==> config.mk <==
export PLATFORM = sky130hd
export DESIGN_NAME = split_slave_ctrl
export DESIGN_NICKNAME = d
export VERILOG_FILES = /design/src/rtl/split_slave_ctrl.sv
export SDC_FILE = /design/constraint.sdc
export NUM_CORES = 1
export LEC_CHECK = 0
export CAP_MARGIN = 25
export CELL_PAD_IN_SITES_DETAIL_PLACEMENT = 0
export CELL_PAD_IN_SITES_GLOBAL_PLACEMENT = 1
export CORE_MARGIN = 8
export CORE_UTILIZATION = 33
export DETAILED_ROUTE_END_ITERATION = 12
export PLACE_DENSITY_LB_ADDON = 0.1
export RECOVER_POWER = 100
export SYNTH_ARGS = -nofsm -noshare
export SYNTH_HDL_FRONTEND = slang
export SYNTH_SLANG_ARGS = --single-unit
==> constraint.sdc <==
create_clock -name clk -period 4.2 [get_ports clk]
set_clock_uncertainty 0.2 [all_clocks]
set_input_delay 0.63 -clock clk [delete_from_list [all_inputs] [get_ports clk]]
set_output_delay 0.63 -clock clk [all_outputs]
set_load 0.005 [all_outputs]
==> src/rtl/split_slave_ctrl.sv <==
// split_slave_ctrl
//   Slave-side sequencer for a split-capable slave on the system bus.
//   It takes one bus transaction at a time and forwards it to a slow backing
//   memory. If the memory is too slow, the bus is released with a split. The
//   bus is re-requested once the data is back, and the transaction completes
//   when the arbiter regrants it.
//
// Ports
//   clk, rst            : clock and synchronous active-high reset
//   req_valid           : 1-cycle transaction start strobe (accepted in IDLE only)
//   req_write/addr/wdata: transaction attributes, sampled with req_valid
//   split_grant         : arbiter pulse regranting the split owner (RESUME only)
//   mem_ack, mem_rdata  : memory completion pulse and read data
//   mem_req             : 1-cycle memory request pulse
//   mem_we/addr/wdata   : latched transaction, held until the next request
//   ssplit, sreadysp    : split / split-ready indications to the arbiter
//   busy                : high whenever the sequencer is not IDLE
//   resp_valid/rdata    : 1-cycle completion pulse and read data (0 for writes)
//   timeout_err         : 1-cycle pulse when a resume is abandoned
//
// Handshake: every strobe input (req_valid, mem_ack, split_grant) is a
// single-cycle pulse. It is acted on only in the states that expect it and is
// otherwise dropped. Nothing is queued. All outputs are registered and show
// the state that was entered at the previous clock edge.

module split_slave_ctrl #(
    parameter int ADDR_W         = 12,
    parameter int DATA_W         = 8,
    parameter int SPLIT_THRESH   = 4,
    parameter int RESUME_TIMEOUT = 64
) (
    input  logic              clk,
    input  logic              rst,
    input  logic              req_valid,
    input  logic              req_write,
    input  logic [ADDR_W-1:0] req_addr,
    input  logic [DATA_W-1:0] req_wdata,
    input  logic              split_grant,
    input  logic              mem_ack,
    input  logic [DATA_W-1:0] mem_rdata,
    output logic              mem_req,
    output logic              mem_we,
    output logic [ADDR_W-1:0] mem_addr,
    output logic [DATA_W-1:0] mem_wdata,
    output logic              ssplit,
    output logic              sreadysp,
    output logic              busy,
    output logic              resp_valid,
    output logic [DATA_W-1:0] resp_rdata,
    output logic              timeout_err
);

    typedef enum logic [2:0] {IDLE, WAIT, SPLIT, RESUME, RESP} state_t;

    localparam int CNT_MAX = (SPLIT_THRESH > RESUME_TIMEOUT) ? SPLIT_THRESH : RESUME_TIMEOUT;
    localparam int CNT_W   = $clog2(CNT_MAX + 1);
    localparam logic [CNT_W-1:0] CNT_SAT     = CNT_W'(CNT_MAX);
    localparam logic [CNT_W-1:0] SPLIT_LAST  = CNT_W'(SPLIT_THRESH - 1);
    localparam logic [CNT_W-1:0] RESUME_LAST = CNT_W'(RESUME_TIMEOUT - 1);

    state_t             state, state_next;
    logic [CNT_W-1:0]   cnt, cnt_next, cnt_inc;
    logic               mem_req_next, mem_we_next;
    logic [ADDR_W-1:0]  mem_addr_next;
    logic [DATA_W-1:0]  mem_wdata_next, resp_rdata_next;
    logic               ssplit_next, sreadysp_next, busy_next;
    logic               resp_valid_next, timeout_next;

    // Saturating count: it never wraps back into a range that looks like a fresh wait.
    assign cnt_inc = (cnt == CNT_SAT) ? cnt : cnt + CNT_W'(1);

    // State and output registers
    always_ff @(posedge clk) begin
        if (rst) begin
            state       <= IDLE;
            cnt         <= '0;
            mem_req     <= 1'b0;
            mem_we      <= 1'b0;
            mem_addr    <= '0;
            mem_wdata   <= '0;
            ssplit      <= 1'b0;
            sreadysp    <= 1'b1;
            busy        <= 1'b0;
            resp_valid  <= 1'b0;
            resp_rdata  <= '0;
            timeout_err <= 1'b0;
        end else begin
            state       <= state_next;
            cnt         <= cnt_next;
            mem_req     <= mem_req_next;
            mem_we      <= mem_we_next;
            mem_addr    <= mem_addr_next;
            mem_wdata   <= mem_wdata_next;
            ssplit      <= ssplit_next;
            sreadysp    <= sreadysp_next;
            busy        <= busy_next;
            resp_valid  <= resp_valid_next;
            resp_rdata  <= resp_rdata_next;
            timeout_err <= timeout_next;
        end
    end

    // Next-state logic
    always_comb begin
        state_next = state;
        case (state)
            IDLE:   if (req_valid) state_next = WAIT;
            // An ack arriving on the last allowed cycle beats the split.
            WAIT: begin
                if (mem_ack)                  state_next = RESP;
                else if (cnt >= SPLIT_LAST)   state_next = SPLIT;
            end
            SPLIT:  if (mem_ack) state_next = RESUME;
            // A grant arriving on the timeout cycle beats the abort.
            RESUME: begin
                if (split_grant)              state_next = RESP;
                else if (cnt >= RESUME_LAST)  state_next = IDLE;
            end
            RESP:   state_next = IDLE;
            default: state_next = IDLE;
        endcase
    end

    // Next values for the registered outputs
    always_comb begin
        cnt_next        = cnt;
        mem_req_next    = 1'b0;
        mem_we_next     = mem_we;
        mem_addr_next   = mem_addr;
        mem_wdata_next  = mem_wdata;
        resp_rdata_next = resp_rdata;
        timeout_next    = 1'b0;
        case (state)
            IDLE: begin
                if (req_valid) begin
                    mem_req_next   = 1'b1;
                    mem_we_next    = req_write;
                    mem_addr_next  = req_addr;
                    mem_wdata_next = req_wdata;
                    cnt_next       = '0;
                end
            end
            WAIT: begin
                cnt_next = cnt_inc;
                if (mem_ack) resp_rdata_next = mem_we ? '0 : mem_rdata;
            end
            SPLIT: begin
                if (mem_ack) begin
                    resp_rdata_next = mem_we ? '0 : mem_rdata;
                    cnt_next        = '0;
                end
            end
            RESUME: begin
                cnt_next = cnt_inc;
                if (!split_grant && cnt >= RESUME_LAST) timeout_next = 1'b1;
            end
            default: ;
        endcase
        // Arbiter-facing levels follow the state being entered.
        resp_valid_next = (state_next == RESP);
        busy_next       = (state_next != IDLE);
        ssplit_next     = (state_next == SPLIT);
        sreadysp_next   = !((state_next == WAIT) || (state_next == SPLIT));
    end

endmodule

; Word level (Yosys, flattened, before mapping)
; Index checks and enable logic that the tools add are counted.
[totals]
register_bits = 45
output_inout_bits = 35
elab_cells = 55
[classes]
n_addsub = 1
order_cmp = 2
eq_ne = 10
muxes = 14
bitwise_logic = 2
reduce_logical = 14
[op_table]
columns = operator, n
row1 = 7-bit 2-to-1 mux, 3
row2 = 7-bit case mux with 3 select lines, 1
row3 = 3-bit 2-to-1 mux, 6
row4 = 3-bit case mux with 4 select lines, 1
row5 = 3-bit by 2-bit == test with 1-bit output (second input constant), 3
row6 = 8-bit 2-to-1 mux, 1
row7 = 2-bit OR reduction, 4
row8 = 7-bit by 1-bit adder with 7-bit output (second input constant), 1
row9 = 7-bit == test (second input constant), 1
row10 = 7-bit by 2-bit >= comparator with 1-bit output (second input constant), 1
row11 = 7-bit by 6-bit >= comparator with 1-bit output (second input constant), 1
row12 = 3-bit by 1-bit == test with 1-bit output (second input constant), 2
row13 = 2-bit inequality test (second input constant), 3
row14 = 3-bit nonzero test, 2
row15 = 2-bit AND reduction, 2
row16 = 4-bit AND reduction, 1
row17 = 3-bit == test (second input constant), 1
row18 = 3-bit logical NOT, 1
row19 = 1-bit logical NOT, 2
row20 = 1-bit 2-to-1 mux, 2
row21 = 1-bit NOT, 2
row22 = 1-bit logical AND, 1
row23 = 1-bit logical OR, 1

; Longest topological paths before layout
[depth]
ltp_word = 7
depth_mapped = 6
depth_no_buf = 6

; Worst setup path before layout
; OpenSTA, ideal clock, no wires.
[synth_path]
kind = input to register
from = in mem_ack
to = reg ssplit
setup_time_ps = 136
t_arrival_ps = 1459
required_time_ps = 3864
setup_slack_ps = 2404
stages = 3
path_buffers = 0
cell_sequence = or3b_2 o311ai_2 a2111oi_1
[synth_via]
elab_chain_cells = 3
word_cells_on_any_way = 4
classes_between = 1 x eq/ne / 3 x mux
[synth_lines]
columns = element, line
row1 = start: declaration, 39  ; input logic mem_ack,
row2 = 3-bit 2-to-1 mux (on tied branches), "113, 110"
row3 = 3-bit case mux with 4 select lines (*), 106  ; case (state)
row4 = 3-bit by 2-bit == test with 1-bit output (*), 162  ; ssplit_next = (state_next == SPLIT);
row5 = end signal: assignment, 94  ; ssplit <= ssplit_next;
row6 = end: declaration, 45  ; output logic ssplit,
; Every way passes the cells marked *; elsewhere a longest branch is shown, timed or not.
; A chain may end at the register's enable or synchronous reset.

; Worst setup path in the final report
[layout_path]
from = in rst
to = reg mem_addr[11]
[layout_rtl]
columns = element, line
row1 = start: declaration, 33  ; input logic rst,
row2 = end signal: assignment, 92  ; mem_addr <= mem_addr_next;
row3 = end: declaration, 43  ; output logic [ADDR_W-1:0] mem_addr,
; No word-level cell between the ends.

==> out/qor.yml <==
run_status:
  status: "completed"
sta:
  setup_tns_ns: 0
  tightest_slew_ns: 0.9802
  drv_slew: 0
  post-route-period-util: 0.6136
  fmaxAchievable_mhz: 388.0
  finalHoldViolCount: 0
  slew_headroom: 0.3465
  period_needed_ns: 2.577
  rsz0062_at_grt: "false"
  setup_viol: 0
yosys:
  synth_area_leaders: "dfxtp_1, nand2_1, a21oi_1"
  syn_area_per_cell_um2: 8.440
  ys_warn_count: 0
  synth_top_flop_cell: "dfxtp_1"
  yosysTopAreaCell: "dfxtp_1"
  syn_nets: 252
  synth.most_common_cell: "nand2_1"
  synthesis.area_um2: 1823
  ys_ff_latch: 45
  ys_seq_area_frac: 0.4942
  synthXorXnorAreaFrac: 0.009609
  netlist_instances: 216
  synth_fa_ha_area_frac: 0.01373
  synth_enable_flop_cells: 0
  synthSimpleGateAreaFrac: 0.2670
  synth_commonest_cells: "nand2_1, dfxtp_1, a21oi_1, clkbuf_1, nand3b_1"
  yosysTopAreaCellShare: 0.4942
  synth_compound_area_frac: 0.1668
  synth-async-reset-ratio: 0
  synthDistinctLibCells: 36
  synth_top_family_by_area: "simple AND/OR/NAND/NOR gates"
  synth.area.mux_share: 0.01167
worst_setup_path:
  critPathCaptureType: "register"
  crit_type: "in -> reg"
  worstPathCellList: "dlygate4sd3_1 -> clkbuf_1 -> a21oi_1"
  start_kind: "input pin"
  crit_fanout: 21
  path_buf_inv: 2
  arrival_ns: 2.52
  path_delay_family: "buffers and inverters"
  worstPathRequired_ns: 4.14
  cp_slowest_cell: "dlygate4sd3_1"
  cpPeakStageDelay_ns: 1.00
clock_network:
  cts-root-buf: "clkbuf_8"
  clk_path_buf_depth: 2
  clk_pin_slew_ns: 0.09
  cts_tree: "yes"
  hold_buffers: 0
  numCtsBuffers: 5
  clk_latency_ns: 0.29
  cts_setup_buffers: 0
  cts_resized: 0
  h-tree-depth: 2
  numClockSinks: 45
layout:
  drive_gt1_frac: 0.05319
  syn_to_final_growth_pct: 46.33
  layout.area.seq_um2: 900.9
  multi_input_area_um2: 845.8
  final_nets: 317
  fill_cells: 553
  fin_area_um2: 2668
  antenna_cells: 0
global_routing:
  antenna_found_initial: 0
  gr-total-overflow: 0
  grt_pass1_wl_um: 8349
  grt_max_degree: 23
  grt.total_usage: 0.1236
  grt_pass1_vias: 1658
floorplanning:
  die_area_um2: 8159
  start_util: 0.3373
  std_cell_rows: 27
  pin_count: 69
  core-area_um2: 5405
  die-width_um: 90.33
  die_y_um: 90.33
hold_path:
  hold_path_class: "reg -> reg"
power:
  power.leakage_nw: 1.039
  peakVddDrop_v: 0.0001517
  power_w: 0.0009232
  power_density_nw_per_um2: 346.1
route:
  drc: 0
  detail_route.iter0.violations: 57
  firstDrtPassIters: 4
  viasPerCell: 4.791
  num_vias: 1696
  wirelength_um: 4896
  drtAntennaViolNets: 0
  wl_per_cell_um: 13.83
place:
  gp_congestion: 0.7471
  port_buffers: 68
  placed_area_um2: 2566
  hpwl_um: 3564
job:
  maxCapViolations: 0
[cell families after synthesis]
| kind of cell | after synthesis |
|---|---|
| adder cells (fa/ha/maj) | 2 |
| multiplexers | 2 |
| buffers and inverters | 17 |
| AO/OA/AOI/OAI | 51 |
| AND/OR/NAND/NOR | 97 |
| XOR/XNOR | 2 |
| flip-flops | 45 |
[registers in the layout, summed over array words and instances, names as in the netlist]
| signal | cells |
|---|---|
| resp_valid | 1 |
| mem_req | 1 |
| ssplit | 1 |
| timeout_err | 1 |
| sreadysp | 1 |
| mem_we | 1 |
| busy | 1 |
| mem_wdata | 8 |
| resp_rdata | 8 |
| mem_addr | 12 |
| cnt | 7 |
| state | 3 |
[worst reg2reg max path, cell delays in order, from the launching register on]
cell and delay [ns]:
dfxtp_1 0.62, or3b_2 0.54, o311ai_0 0.43, a2111oi_0 0.14
[layout by cell type, fill, tap and decap left out, types with 2 or more instances in the layout]
cell,n
or3_1,6
dfxtp_1,45
clkbuf_8,6
inv_1,4
and2_1,2
ha_1,2
a21oi_1,37
o21ai_0,5
nand3b_1,9
nand2_1,58
dlygate4sd3_1,38
o211ai_1,2
nand4_1,2
nor3_1,2
xor2_1,2
clkdlybuf4s50_1,30
nor2_1,5
nand3_1,3
[layer usage]
| metal | track usage | up-vias | routed length, um |
|---|---|---|---|
| li1 | - | 874 | - |
| met4 | 0.03745 | 0 | 56 |
| met5 | 0 | - | 0 |
| met1 | 0.1492 | 766 | 2236 |
| met3 | 0.05569 | 6 | 362 |
| met2 | 0.1920 | 50 | 2240 |
[report_power, final]
part / leakage [nW] / switching [W] / internal [W]
logic: 0.614 / 0.0000539 / 0.0000689
registers: 0.368 / 0.0000127 / 0.000446
clock network: 0.0574 / 0.000148 / 0.000193
total: 1.04 / 0.000215 / 0.000709
[path summary, 6_finish.rpt]
kind | start | cells after the start | slack, ns | endpoint
max | rst | 3 | 1.62 | mem_addr[11]
min | resp_rdata[2] | 2 | 0.25 | resp_rdata[2]
max reg2reg | state[0] | 3 | 2.11 | ssplit
min reg2reg | resp_rdata[2] | 2 | 0.25 | resp_rdata[2]
[cell type report]
class	instances	share of cell area
inverter	5	0.007036
tap	72	0.03377
sequential	45	0.3377
multi-input combinational	154	0.3171
timing repair buffer	70	0.2594
clock buffer	6	0.03096
clock inverter	2	0.01407
[stage by stage]
stage          std cells  setup slack, ns    util  hold WS [ns]
2_1_floorplan        216            2.404       -        0.2483
3_3_place_gp         346            1.696  0.4748        0.2400
3_5_place_dp         346            1.668  0.4748        0.2443
4_1_cts              354            1.992  0.4970        0.2559
5_1_grt              354            1.463  0.4935        0.2724
6_report             354            1.623  0.4935        0.2476
Power figures use the tool's default switching activity.
